--- src/rtl/e_pkg.sv ---
// ============================================================================
// Module      : e_pkg
// Description : Width helpers shared by the slot allocator and its search.
// Revision    : 1.0 - initial release
// ============================================================================
`default_nettype none

package e_pkg;

    function automatic int id_w(input int w);
        return $clog2(w);
    endfunction

    function automatic int cnt_w(input int w);
        return $clog2(w + 1);
    endfunction

endpackage

`default_nettype wire

--- src/rtl/math_pkg.sv ---
// ============================================================================
// Module      : math_pkg
// Description : Small elaboration-time arithmetic helpers.
// Revision    : 1.0 - initial release
// ============================================================================
`default_nettype none

package math_pkg;

    function automatic int div_ceil(input int a, input int b);
        return (a + b - 1) / b;
    endfunction

endpackage

`default_nettype wire

--- src/rtl/e_multi.sv ---
// ============================================================================
// Module      : e_multi
// Description : Circular zero-search: first clear bit of x at pos-1, pos-2, ...
//               (mod W), built as a radix-RADIX_N two-level priority tree.
// Revision    : 1.0 - initial release
// ============================================================================
`default_nettype none

module e_multi
    import math_pkg::*;
    import e_pkg::*;
#(
    parameter int W       = 32,
    parameter int RADIX_N = 4
) (
    input  logic [W-1:0]         x,
    input  logic [id_w(W)-1:0]   pos,
    output logic                 any,
    output logic [id_w(W)-1:0]   y_enc
);

    localparam int IDW = id_w(W);
    localparam int NG  = div_ceil(W, RADIX_N);
    localparam int OW  = $clog2(RADIX_N);
    localparam int PW  = NG * RADIX_N;

    // z[j] is set when slot (pos-1-j) mod W is free, so the lowest set bit wins
    logic [PW-1:0] z;
    logic [NG-1:0] grp_any;
    logic [OW-1:0] grp_off [NG];
    logic [IDW:0]  idx;
    logic [IDW:0]  sel_j;
    logic [IDW:0]  wrap;

    always_comb begin
        z   = '0;
        idx = '0;
        for (int j = 0; j < W; j++) begin
            idx = {1'b0, pos} + (IDW+1)'(W - 1 - j);
            if (idx >= (IDW+1)'(W))
                idx = idx - (IDW+1)'(W);
            z[j] = ~x[idx[IDW-1:0]];
        end
    end

    always_comb begin
        for (int g = 0; g < NG; g++) begin
            grp_any[g] = |z[g*RADIX_N +: RADIX_N];
            grp_off[g] = '0;
            for (int k = RADIX_N - 1; k >= 0; k--)
                if (z[g*RADIX_N + k])
                    grp_off[g] = OW'(k);
        end
    end

    always_comb begin
        any   = |grp_any;
        sel_j = '0;
        for (int g = NG - 1; g >= 0; g--)
            if (grp_any[g])
                sel_j = (IDW+1)'(g * RADIX_N) + (IDW+1)'(grp_off[g]);
        wrap = {1'b0, pos} + (IDW+1)'(W - 1) - sel_j;
        if (wrap >= (IDW+1)'(W))
            wrap = wrap - (IDW+1)'(W);
        y_enc = wrap[IDW-1:0];
    end

endmodule

`default_nettype wire

--- src/rtl/e_slot_alloc.sv ---
// ============================================================================
// Module      : e_slot_alloc
// Description : Round-robin slot allocator with valid/ready issue and a free
//               port. Optional macro E_SLOT_ALLOC_FREE_BYPASS_EN lets a slot
//               freed on this edge be searched on the same edge.
// Revision    : 1.0 - initial release
// ============================================================================
`default_nettype none

module e_slot_alloc
    import e_pkg::*;
#(
    parameter int W       = 32,
    parameter int RADIX_N = 4
) (
    input  logic                  clk,
    input  logic                  rst_n,
    output logic                  alloc_vld_o,
    input  logic                  alloc_rdy_i,
    output logic [id_w(W)-1:0]    alloc_id_o,
    input  logic                  free_vld_i,
    input  logic [id_w(W)-1:0]    free_id_i,
    output logic                  full_o,
    output logic [cnt_w(W)-1:0]   cnt_o
);

    localparam int CW = cnt_w(W);

    typedef logic [id_w(W)-1:0] slot_id_t;
    typedef logic [W-1:0]       slot_vec_t;

    slot_vec_t       busy_r;
    slot_id_t        ptr_r;
    logic            out_vld_r;
    slot_id_t        out_id_r;
    logic [CW-1:0]   cnt_r;

    slot_vec_t       busy_srch;
    slot_vec_t       free_mask;
    slot_vec_t       set_mask;
    slot_vec_t       clr_mask;
    slot_id_t        y_enc;
    logic            any;
    logic            load;
    logic            free_ok;

    always_comb begin
        free_mask = free_vld_i ? (slot_vec_t'(1) << free_id_i) : '0;
        free_ok   = |(free_mask & busy_r);
`ifdef E_SLOT_ALLOC_FREE_BYPASS_EN
        busy_srch = busy_r & ~free_mask;
`else
        busy_srch = busy_r;
`endif
        load      = any & (~out_vld_r | alloc_rdy_i);
        set_mask  = load ? (slot_vec_t'(1) << y_enc) : '0;
        clr_mask  = free_ok ? free_mask : '0;
    end

    e_multi #(
        .W       (W),
        .RADIX_N (RADIX_N)
    ) u_e_multi (
        .x     (busy_srch),
        .pos   (ptr_r),
        .any   (any),
        .y_enc (y_enc)
    );

    always_ff @(posedge clk) begin
        if (!rst_n) begin
            busy_r    <= '0;
            ptr_r     <= '0;
            out_vld_r <= 1'b0;
            out_id_r  <= '0;
            cnt_r     <= '0;
        end else begin
            // set after clear so a same-bit collision leaves the slot busy
            busy_r <= (busy_r & ~clr_mask) | set_mask;
            if (load) begin
                out_id_r  <= y_enc;
                out_vld_r <= 1'b1;
                ptr_r     <= y_enc;
            end else if (out_vld_r && alloc_rdy_i) begin
                out_vld_r <= 1'b0;
            end
            case ({load, free_ok})
                2'b10:   cnt_r <= cnt_r + CW'(1);
                2'b01:   cnt_r <= cnt_r - CW'(1);
                default: cnt_r <= cnt_r;
            endcase
        end
    end

    assign alloc_vld_o = out_vld_r;
    assign alloc_id_o  = out_id_r;
    assign cnt_o       = cnt_r;
    assign full_o      = (busy_r == '1);

`ifdef ASSERT
    a_cnt_popcount: assert property (@(posedge clk) disable iff (!rst_n)
        cnt_r == CW'($countones(busy_r)));
    a_id_stable: assert property (@(posedge clk) disable iff (!rst_n)
        (alloc_vld_o && !alloc_rdy_i) |=> (alloc_vld_o && $stable(alloc_id_o)));
`endif

endmodule

`default_nettype wire

--- config.mk ---
export PLATFORM = sky130hd
export DESIGN_NAME = e_slot_alloc
export DESIGN_NICKNAME = d
export VERILOG_FILES = /design/src/rtl/e_pkg.sv /design/src/rtl/math_pkg.sv /design/src/rtl/e_multi.sv /design/src/rtl/e_slot_alloc.sv
export SDC_FILE = /design/constraint.sdc
export NUM_CORES = 1
export LEC_CHECK = 0
export ABC_CLOCK_PERIOD_IN_PS = 18200
export BUFFER_PORTS_ARGS = -buffer_cell sky130_fd_sc_hd__buf_4
export CAP_MARGIN = 30
export CORE_MARGIN = 2
export CORE_UTILIZATION = 50
export CTS_CLUSTER_DIAMETER = 30
export DETAILED_ROUTE_END_ITERATION = 12
export PLACE_DENSITY = 0.67
export SYNTH_ARGS = -nofsm -noshare
export SYNTH_HDL_FRONTEND = slang
export SYNTH_SLANG_ARGS = --single-unit
--- constraint.sdc ---
create_clock -name clk -period 18.2 [get_ports clk]
set_clock_uncertainty 0.15 [all_clocks]
set_input_delay 4.55 -clock clk [delete_from_list [all_inputs] [get_ports clk]]
set_output_delay 4.55 -clock clk [all_outputs]
set_load 0.01 [all_outputs]
[Word-level counts from Yosys, hierarchy flattened]
Cells that the tools add are included.
Cells by class
  bitwise gates (word level): 39
  eq/ne operators: 3
  order comparisons: 65
  reductions and logical operators: 13
  shifts and indexed selects: 2
  muxes and demuxes: 143
  $add $sub $neg: 74
Operators by type and width (number)
  $ge 6x6->1 const B: 32
  $lt 5x6->1 const B: 32
  $mux 5: 33
  $sub 5x1->5 const B: 33
  $bmux 1 s5: 32
  $add 5x5->6 const B: 16
  $mux 32: 3
  $and 32x32->32: 2
  $mux 2: 32
  $reduce_or 32->1: 2
  $shl 1x5->32 const A: 2
  $add 5x4->6 const B: 8
  $mux 6: 8
  $mux 1: 34
  $not 1->1: 33
  $eq 32x32->1 const B: 1
  $not 32->32: 1
  $or 32x32->32: 1
  $reduce_or 4->1: 8
  $add 5x2->6 const A: 4
  $add 5x3->6 const B: 4
  $add 5x2->6 const B: 2
  $pmux 6 s2: 1
  $add 4x2->5 const A: 2
  12 further kinds: 13
Word-level totals
  input port bits: 9
  logic and storage cells: 343
  output and inout bits: 13
  flip-flop bits (word level): 44

[Depth between registers and ports, before layout]
Gate-level depths: netlist (run 1).
  depth after elaboration: 23
  gate-level depth with buffers: 26
  depth with buffers taken out: 22

[Cells and area by module]
From an unflattened synthesis (run 1), not the netlist that was laid out.
Second synthesis, totals
  cell total of the unflattened synthesis: 593
  area, all modules: 5969.5 um2
By module, submodules not included
  e_multi: area an instance 3383.2 um2, instances 1, seq. area each 0.0 um2, cells an instance 279
  e_slot_alloc: area an instance 2586.2 um2, instances 1, seq. area each 880.8 um2, cells an instance 314

[Worst setup path after synthesis (run 1)]
Ideal clock, no wire load.
  kind: input port to flip-flop
  start: input port free_id_i[0]
  end: register cnt_r[5] (netlist: cnt_o[5])
  stages: 16
  buffers on the path: 1
  library setup time: 0.076 ns
  required time: 17.974 ns
  arrival: 7.464 ns
  path slack: 10.510 ns
  cells stage by stage: clkbuf_1 nand2_1 nor3b_1 a21oi_1 a31oi_1 a221oi_1 nand2_1 ha_1 ha_1 a21o_1 a21oi_1 o21bai_1 a21oi_1 xnor2_1 or3_1 a21boi_0
Between the ends
  word-level cells in the longest chain between the ends: 6
  elaborated cells between the ends (all ways): 8
  classes of those cells: eq/ne (2); shift (1); mux (2); bitwise (1); reduce/logical (2)
Ends and longest elaborated chain
  start: declaration: RTL line e_slot_alloc.sv:22  | input logic [id_w(W)-1:0] free_id_i,
  $shl 1x5->32 *: RTL line e_slot_alloc.sv:48  | free_mask = free_vld_i ? (slot_vec_t'(1) << free_id_i) : '0;
  $mux 32 *: RTL line e_slot_alloc.sv:48
  $and 32x32->32 *: RTL line e_slot_alloc.sv:49  | free_ok = |(free_mask & busy_r);
  $reduce_or 32->1 *: RTL line e_slot_alloc.sv:49
  $eq 2x1->1 or $eq 2x2->1 (tied branches): RTL line e_slot_alloc.sv:87  | case ({load, free_ok})
  $pmux 6 s2 or $reduce_bool 2->1 (tied branches)
  end signal: assignment: RTL line e_slot_alloc.sv:88  | 2'b10: cnt_r <= cnt_r + CW'(1);
  end signal: assignment: RTL line e_slot_alloc.sv:89  | 2'b01: cnt_r <= cnt_r - CW'(1);
  end signal: assignment: RTL line e_slot_alloc.sv:90  | default: cnt_r <= cnt_r;
  end: declaration: RTL line e_slot_alloc.sv:36  | logic [CW-1:0] cnt_r;
Mark *: on every way between the ends. The rest lies on a longest branch, timed or not.
A chain may end at the register's enable or synchronous reset.

[Worst setup path in the final report (run 1)]
Ends and elaborated chain as after synthesis.

==> impl_metrics.py, run 1 <==
metrics = {
    "floorplan": {
        "die_h_um": 113.3,
        "die_x_um": 113.3,
        "die-area_um2": 12830,
        "core-area_um2": 11520,
        "rows": 39,
        "start_util_pct": 51.83,
        "ios": 22,
    },
    "worst_setup_path": {
        "cp.required_ns": 18.26,
        "arrival_ns": 7.97,
        "startpoint_type": "input pin",
        "cp_max_fo": 10,
        "path_class": "input pin to flip-flop",
        "worstSetupEndpointType": "flip-flop",
    },
    "detailed_routing": {
        "vias_per_cell": 7.042,
        "drtIter0Drc": 455,
        "top_layer": "met4",
        "met2_wirelength_mm": 8.587,
        "routed_wl_mm": 17.72,
        "drc": 0,
        "vias": 5514,
        "wl_met1_mm": 7.151,
        "met3_length_mm": 1.415,
        "avgRoutedWirePerCell_um": 22.63,
        "ant_nets": 0,
        "dr.pass1.iters": 7,
    },
    "pwr": {
        "p_leak_nw": 2.240,
        "ir_drop_mv": 0.1713,
        "power_density_nw_per_um2": 195.4,
    },
    "finish": {
        "nets": 673,
        "syn2layout_area_growth_pct": 6.268,
        "n_antenna_cell": 0,
        "drive_gt1_share_pct": 19.22,
        "fill_cells": 1037,
        "final_util_pct": 55.07,
    },
    "global_route": {
        "grt_use_total_pct": 27.53,
        "grt_antenna_before_repair": 0,
        "grt_pass1_wl_mm": 28.14,
        "grt-ovfl-total": 0,
        "grt_max_degree": 52,
        "grt_pass1_vias": 5144,
    },
    "place": {
        "hpwlAfterDp_mm": 13.51,
        "port_buffers": 21,
        "gp_congestion": 0.9605,
    },
    "timing": {
        "hold_violations": 0,
        "rsz0062_at_grt": "no",
        "worst_pin_slew_ns": 0.8737,
        "max_freq_mhz": 126.5,
        "slew_headroom_pct": 41.63,
        "setup_viol": 0,
        "slew_violations": 0,
        "fin_crit_sh_pct": 43.45,
        "period_minus_slack_ns": 7.907,
        "tns_ns": 0,
    },
    "clock_network": {
        "clkTransAtPathRegs_ns": 0.06,
        "clock_sinks": 44,
        "holdBufCountCts": 0,
        "cts_htree_levels": 2,
        "clk_latency_ns": 0.28,
        "cts_tree": "done",
        "postCtsSetupBuffers": 0,
        "cts_resized": 0,
        "clock_path_buffers": 2,
        "cts_buffers": 5,
        "root_buffer": "clkbuf_16",
    },
    "yosys": {
        "syn_area_per_cell_um2": 9.239,
        "yosysTopAreaCell": "mux4_2",
        "ys_seq_area_share_pct": 14.76,
        "synth_area_leaders": "mux4_2 26%, dfxtp_1 15%, mux2i_1 7.9%, ha_1 4.6%, nand2_1 4.5%",
        "synth_top_cells_by_count": "71 x nand2_1, 68 x mux4_2, 47 x mux2i_1",
        "yosysMostFrequentCell": "nand2_1",
        "synth_edf_count": 0,
        "post_synth_num_cell_types": 66,
        "syn-num-nets": 679,
        "synth_cells": 646,
        "yosysWarningCount": 0,
        "syn_area_um2": 5968,
        "synthFlopType": "dfxtp_1",
        "synth_top_area_share_pct": 25.66,
        "async_reset_ff_share_pct": 0,
        "synth_seq_cells": 44,
    },
    "worst_hold_path": {
        "hp-class": "flip-flop to flip-flop",
    },
    "flow_run": {
        "cap_violations": 0,
    },
    "run_status": {
        "outcome": "finished clean",
    },
}
[power by group]
group / internal, W / total, W / leakage [nW] / switching [W]
registers: 0.000130 / 0.000193 / 0.358 / 0.0000636
logic: 0.000395 / 0.000932 / 1.79 / 0.000538
clock network: 0.0000778 / 0.000114 / 0.0899 / 0.0000358
[final timing paths]
path | from | end | slack (ns) | cells after the start
worst max-delay path | free_id_i[0] | cnt_o[5] | 10.29 | 16
worst min register to register | alloc_id_o[0] | alloc_id_o[0] | 0.33 | 2
worst max register to register | alloc_id_o[0] | busy_r[16] | 10.97 | 22
worst min-delay path | alloc_id_o[0] | alloc_id_o[0] | 0.33 | 2
[per-stage QoR]
step	cells	cell area, µm²	power [W]	hold WS [ns]	setup slack [ns]
final	783	6342	0.001239	0.3343	10.29
after global routing	783	6342	0.001320	0.3739	9.924
after CTS	783	6342	0.001229	0.3414	10.37
after detailed placement	776	6157	0.001112	0.3328	10.09
after global placement	776	6157	0.001086	0.3248	10.23
after floorplan	646	5968	0.0009016	0.3584	10.51
[critical path, cell delays in order]
cell and delay, ns:
buf_4 0.14, nand2b_1 0.18, nor3_1 0.64, a221oi_1 0.17, a211oi_1 0.31, a221oi_1 0.09
nand2_1 0.14, ha_1 0.29, ha_1 0.27, a21o_1 0.18, a21oi_1 0.22, o21bai_1 0.09
a21oi_1 0.17, xnor2_1 0.08, or3_1 0.29, a21boi_0 0.16
[state kept, by name, indices dropped and copies added, names as in the netlist]
name,count
busy_r,32
cnt_o,6
alloc_id_o,5
alloc_vld_o,1
[placed cells by master, fill, tap and decap left out, drive strengths merged, types with 3 or more instances in the layout]
cell / n
mux2i: 47
nor3: 11
nand2b: 6
mux2: 8
or4b: 3
nand4: 12
a22oi: 6
or4: 5
dfxtp: 44
nand3b: 4
xnor2: 27
a21o: 7
mux4: 69
nand3: 7
a31oi: 19
o21ai: 44
a32oi: 16
ha: 22
nor2b: 6
xor2: 9
nand2: 71
nor2: 41
nor4b: 4
a21boi: 7
buf: 27
a21oi: 38
nor3b: 4
clkbuf: 5
a221oi: 3
inv: 22
and2: 10
[final cells by class]
cell class | count | area, µm² | area share [%]
multi-input cells | 538 | 4803 | 75.73
clock inverters | 2 | 60.06 | 0.9469
well taps | 143 | 178.9 | 2.821
clock buffers | 5 | 125.1 | 1.973
repair buffers | 27 | 202.7 | 3.196
flip-flops and latches | 44 | 882.1 | 13.91
inverters | 24 | 90.09 | 1.420
[cells by family after synthesis]
| kind of cell | after synthesis | share of synthesized area, % |
|---|---|---|
| AOI/OAI and AO/OA | 160 | 17.09 |
| xor gates and xnor gates | 36 | 6.101 |
| adders and majority gates | 24 | 5.283 |
| buffers and inverters | 64 | 4.759 |
| DFF | 44 | 14.76 |
| muxes | 124 | 35.49 |
| and+or+nand+nor | 194 | 16.52 |
[layer usage]
layer	vias to the layer above	GRT usage (%)
met5	-	0
met4	0	10.49
met3	47	3.053
met2	299	45.31
met1	2675	37.55
li1	2493	-
No activity file was read; power rests on OpenSTA's default activity.
==> inputs of run 2 (changes only) <==
- ABC_CLOCK_PERIOD_IN_PS: 18200 -> 8020
- clock period: 18.2 -> 8.02 ns (I/O delays scaled with it)
==> impl_metrics.py, run 2 (synthesized netlist as in run 1, its figures left out) <==
metrics = {
    "finish": {
        "drive_gt1_share_pct": 19.44,
        "final_common_cell": "nand2_1",
        "largest-register": "busy_r",
        "syn2layout_area_growth_pct": 6.122,
        "layoutNonFillerInstCount": 786,
        "largest_register_ffs": 32,
        "nets": 675,
        "mostFrequentLayoutCells": "71 x nand2_1, 68 x mux4_2, 47 x mux2i_1",
        "n_antenna_cell": 0,
    },
    "pwr": {
        "power_density_nw_per_um2": 445.3,
        "ir_drop_mv": 0.2834,
        "p_leak_nw": 2.240,
    },
    "floorplan": {
        "ios": 22,
        "core-area_um2": 11520,
        "die_x_um": 113.3,
        "rows": 39,
        "start_util_pct": 51.83,
        "die-area_um2": 12830,
        "die_h_um": 113.3,
    },
    "clock_network": {
        "cts_resized": 0,
        "postCtsSetupBuffers": 0,
        "clkTransAtPathRegs_ns": 0.07,
        "clock_path_buffers": 2,
        "clock_sinks": 44,
        "root_buffer": "clkbuf_16",
        "holdBufCountCts": 0,
        "cts_buffers": 5,
        "clk_latency_ns": 0.29,
        "cts_tree": "done",
        "cts_htree_levels": 2,
    },
    "timing": {
        "hold_violations": 0,
        "period_minus_slack_ns": 6.726,
        "setup_viol": 0,
        "slew_headroom_pct": 37.82,
        "tns_ns": 0,
        "max_freq_mhz": 148.7,
        "rsz0062_at_grt": "no",
        "fin_crit_sh_pct": 83.86,
        "slew_violations": 0,
        "worst_pin_slew_ns": 0.9306,
    },
    "detailed_routing": {
        "vias_per_cell": 7.121,
        "routed_wl_mm": 18.78,
        "drtIter0Drc": 597,
        "vias": 5597,
        "drc": 0,
        "ant_nets": 0,
        "avgRoutedWirePerCell_um": 23.89,
        "dr.pass1.iters": 5,
    },
    "run_status": {
        "outcome": "finished clean",
    },
    "place": {
        "port_buffers": 21,
        "hpwlAfterDp_mm": 13.79,
        "gp_congestion": 0.9395,
        "dpl.cell_count": 778,
    },
    "worst_setup_path": {
        "path_class": "flip-flop to flip-flop",
        "arrival_ns": 6.79,
        "cp_max_fo": 42,
        "cp.required_ns": 8.09,
        "startpoint_type": "flip-flop",
        "critPathTopFamily": "simple AND/OR/NAND/NOR gates",
        "crit_chain": "buf_4 -> inv_1 -> ha_1 -> mux4_2 -> nor4b_1 -> or4_1 -> mux2i_1 -> o32ai_1 -> and2_1 -> nand3_2 -> buf_4 -> o2111a_1 -> ha_1 -> inv_1 -> fa_1 -> a21o_1 -> a21oi_1 -> xnor2_1 -> and2_0 -> nand3_1 -> nor2_1 -> a32oi_1 -> o21ai_1",
        "slowest_stage": "ha_1",
        "slowest_delay_ns": 0.75,
        "worstSetupEndpointType": "flip-flop",
        "critPathBufInv": 4,
    },
    "global_route": {
        "grt-ovfl-total": 0,
        "grt_pass1_wl_mm": 29.33,
        "grt_antenna_before_repair": 0,
        "grt_max_degree": 52,
        "grt_pass1_vias": 5218,
        "grt_use_total_pct": 29.25,
    },
    "worst_hold_path": {
        "hp-class": "flip-flop to flip-flop",
    },
    "flow_run": {
        "cap_violations": 0,
    },
}
==> run 2: per-layer routing <==
metal / vias up / wire length (µm) / global-route usage, % / part of all wire, %
met2: 328 / 9332 / 49.14 / 50
li1: 2489 / - / - / -
met3: 53 / 1532 / 4.285 / 8.2
met5: - / 0 / 0 / 0
met4: 0 / 589 / 10.41 / 3.1
met1: 2727 / 7324 / 38.69 / 39
==> run 2: area by class of cell <==
class / instances / area, µm²
Clock buffer: 6 / 128.9
Clock inverter: 2 / 35.03
Tap cell: 143 / 178.9
Timing Repair Buffer: 29 / 215.2
Sequential cell: 44 / 882.1
Fill cell: 1058 / 5182
Inverter: 24 / 90.09
Multi-Input combinational cell: 538 / 4803
==> run 2: worst paths after layout <==
check             slack [ns]           from             to  depth (start not counted)
setup / recovery        1.29  alloc_id_o[1]     busy_r[18]                         23
hold / removal          0.34  alloc_id_o[3]  alloc_id_o[3]                          2
setup reg to reg        1.29  alloc_id_o[1]     busy_r[18]                         23
hold reg to reg         0.34  alloc_id_o[3]  alloc_id_o[3]                          2
==> run 2: where the power goes <==
| part | leakage (nW) | switching, W | total [W] | internal, W |
|---|---|---|---|---|
| combinational | 1.80 | 0.00124 | 0.00214 | 0.000898 |
| sequential | 0.358 | 0.000157 | 0.000451 | 0.000294 |
| clock | 0.0808 | 0.0000857 | 0.000232 | 0.000147 |
==> run 2: worst min-delay path, cell delays in order, from the launching register on <==
cell	delay, ns
dfxtp_1	0.33
nand2_1	0.06
mux2i_1	0.06
==> run 2: through the flow <==
stage / hold slack (ns) / setup WS, ns / cell area, µm² / util [%] / power, W
global placement: 0.3220 / 1.601 / 6157 / 53.47 / 0.002482
global route: 0.3597 / 0.8139 / 6334 / 55.00 / 0.003001
detailed placement: 0.3336 / 1.377 / 6170 / 53.57 / 0.002546
floorplan: 0.3584 / 2.240 / 5968 / - / 0.002046
CTS: 0.3425 / 1.332 / 6334 / 55.00 / 0.002784
finish: 0.3364 / 1.294 / 6334 / 55.00 / 0.002821
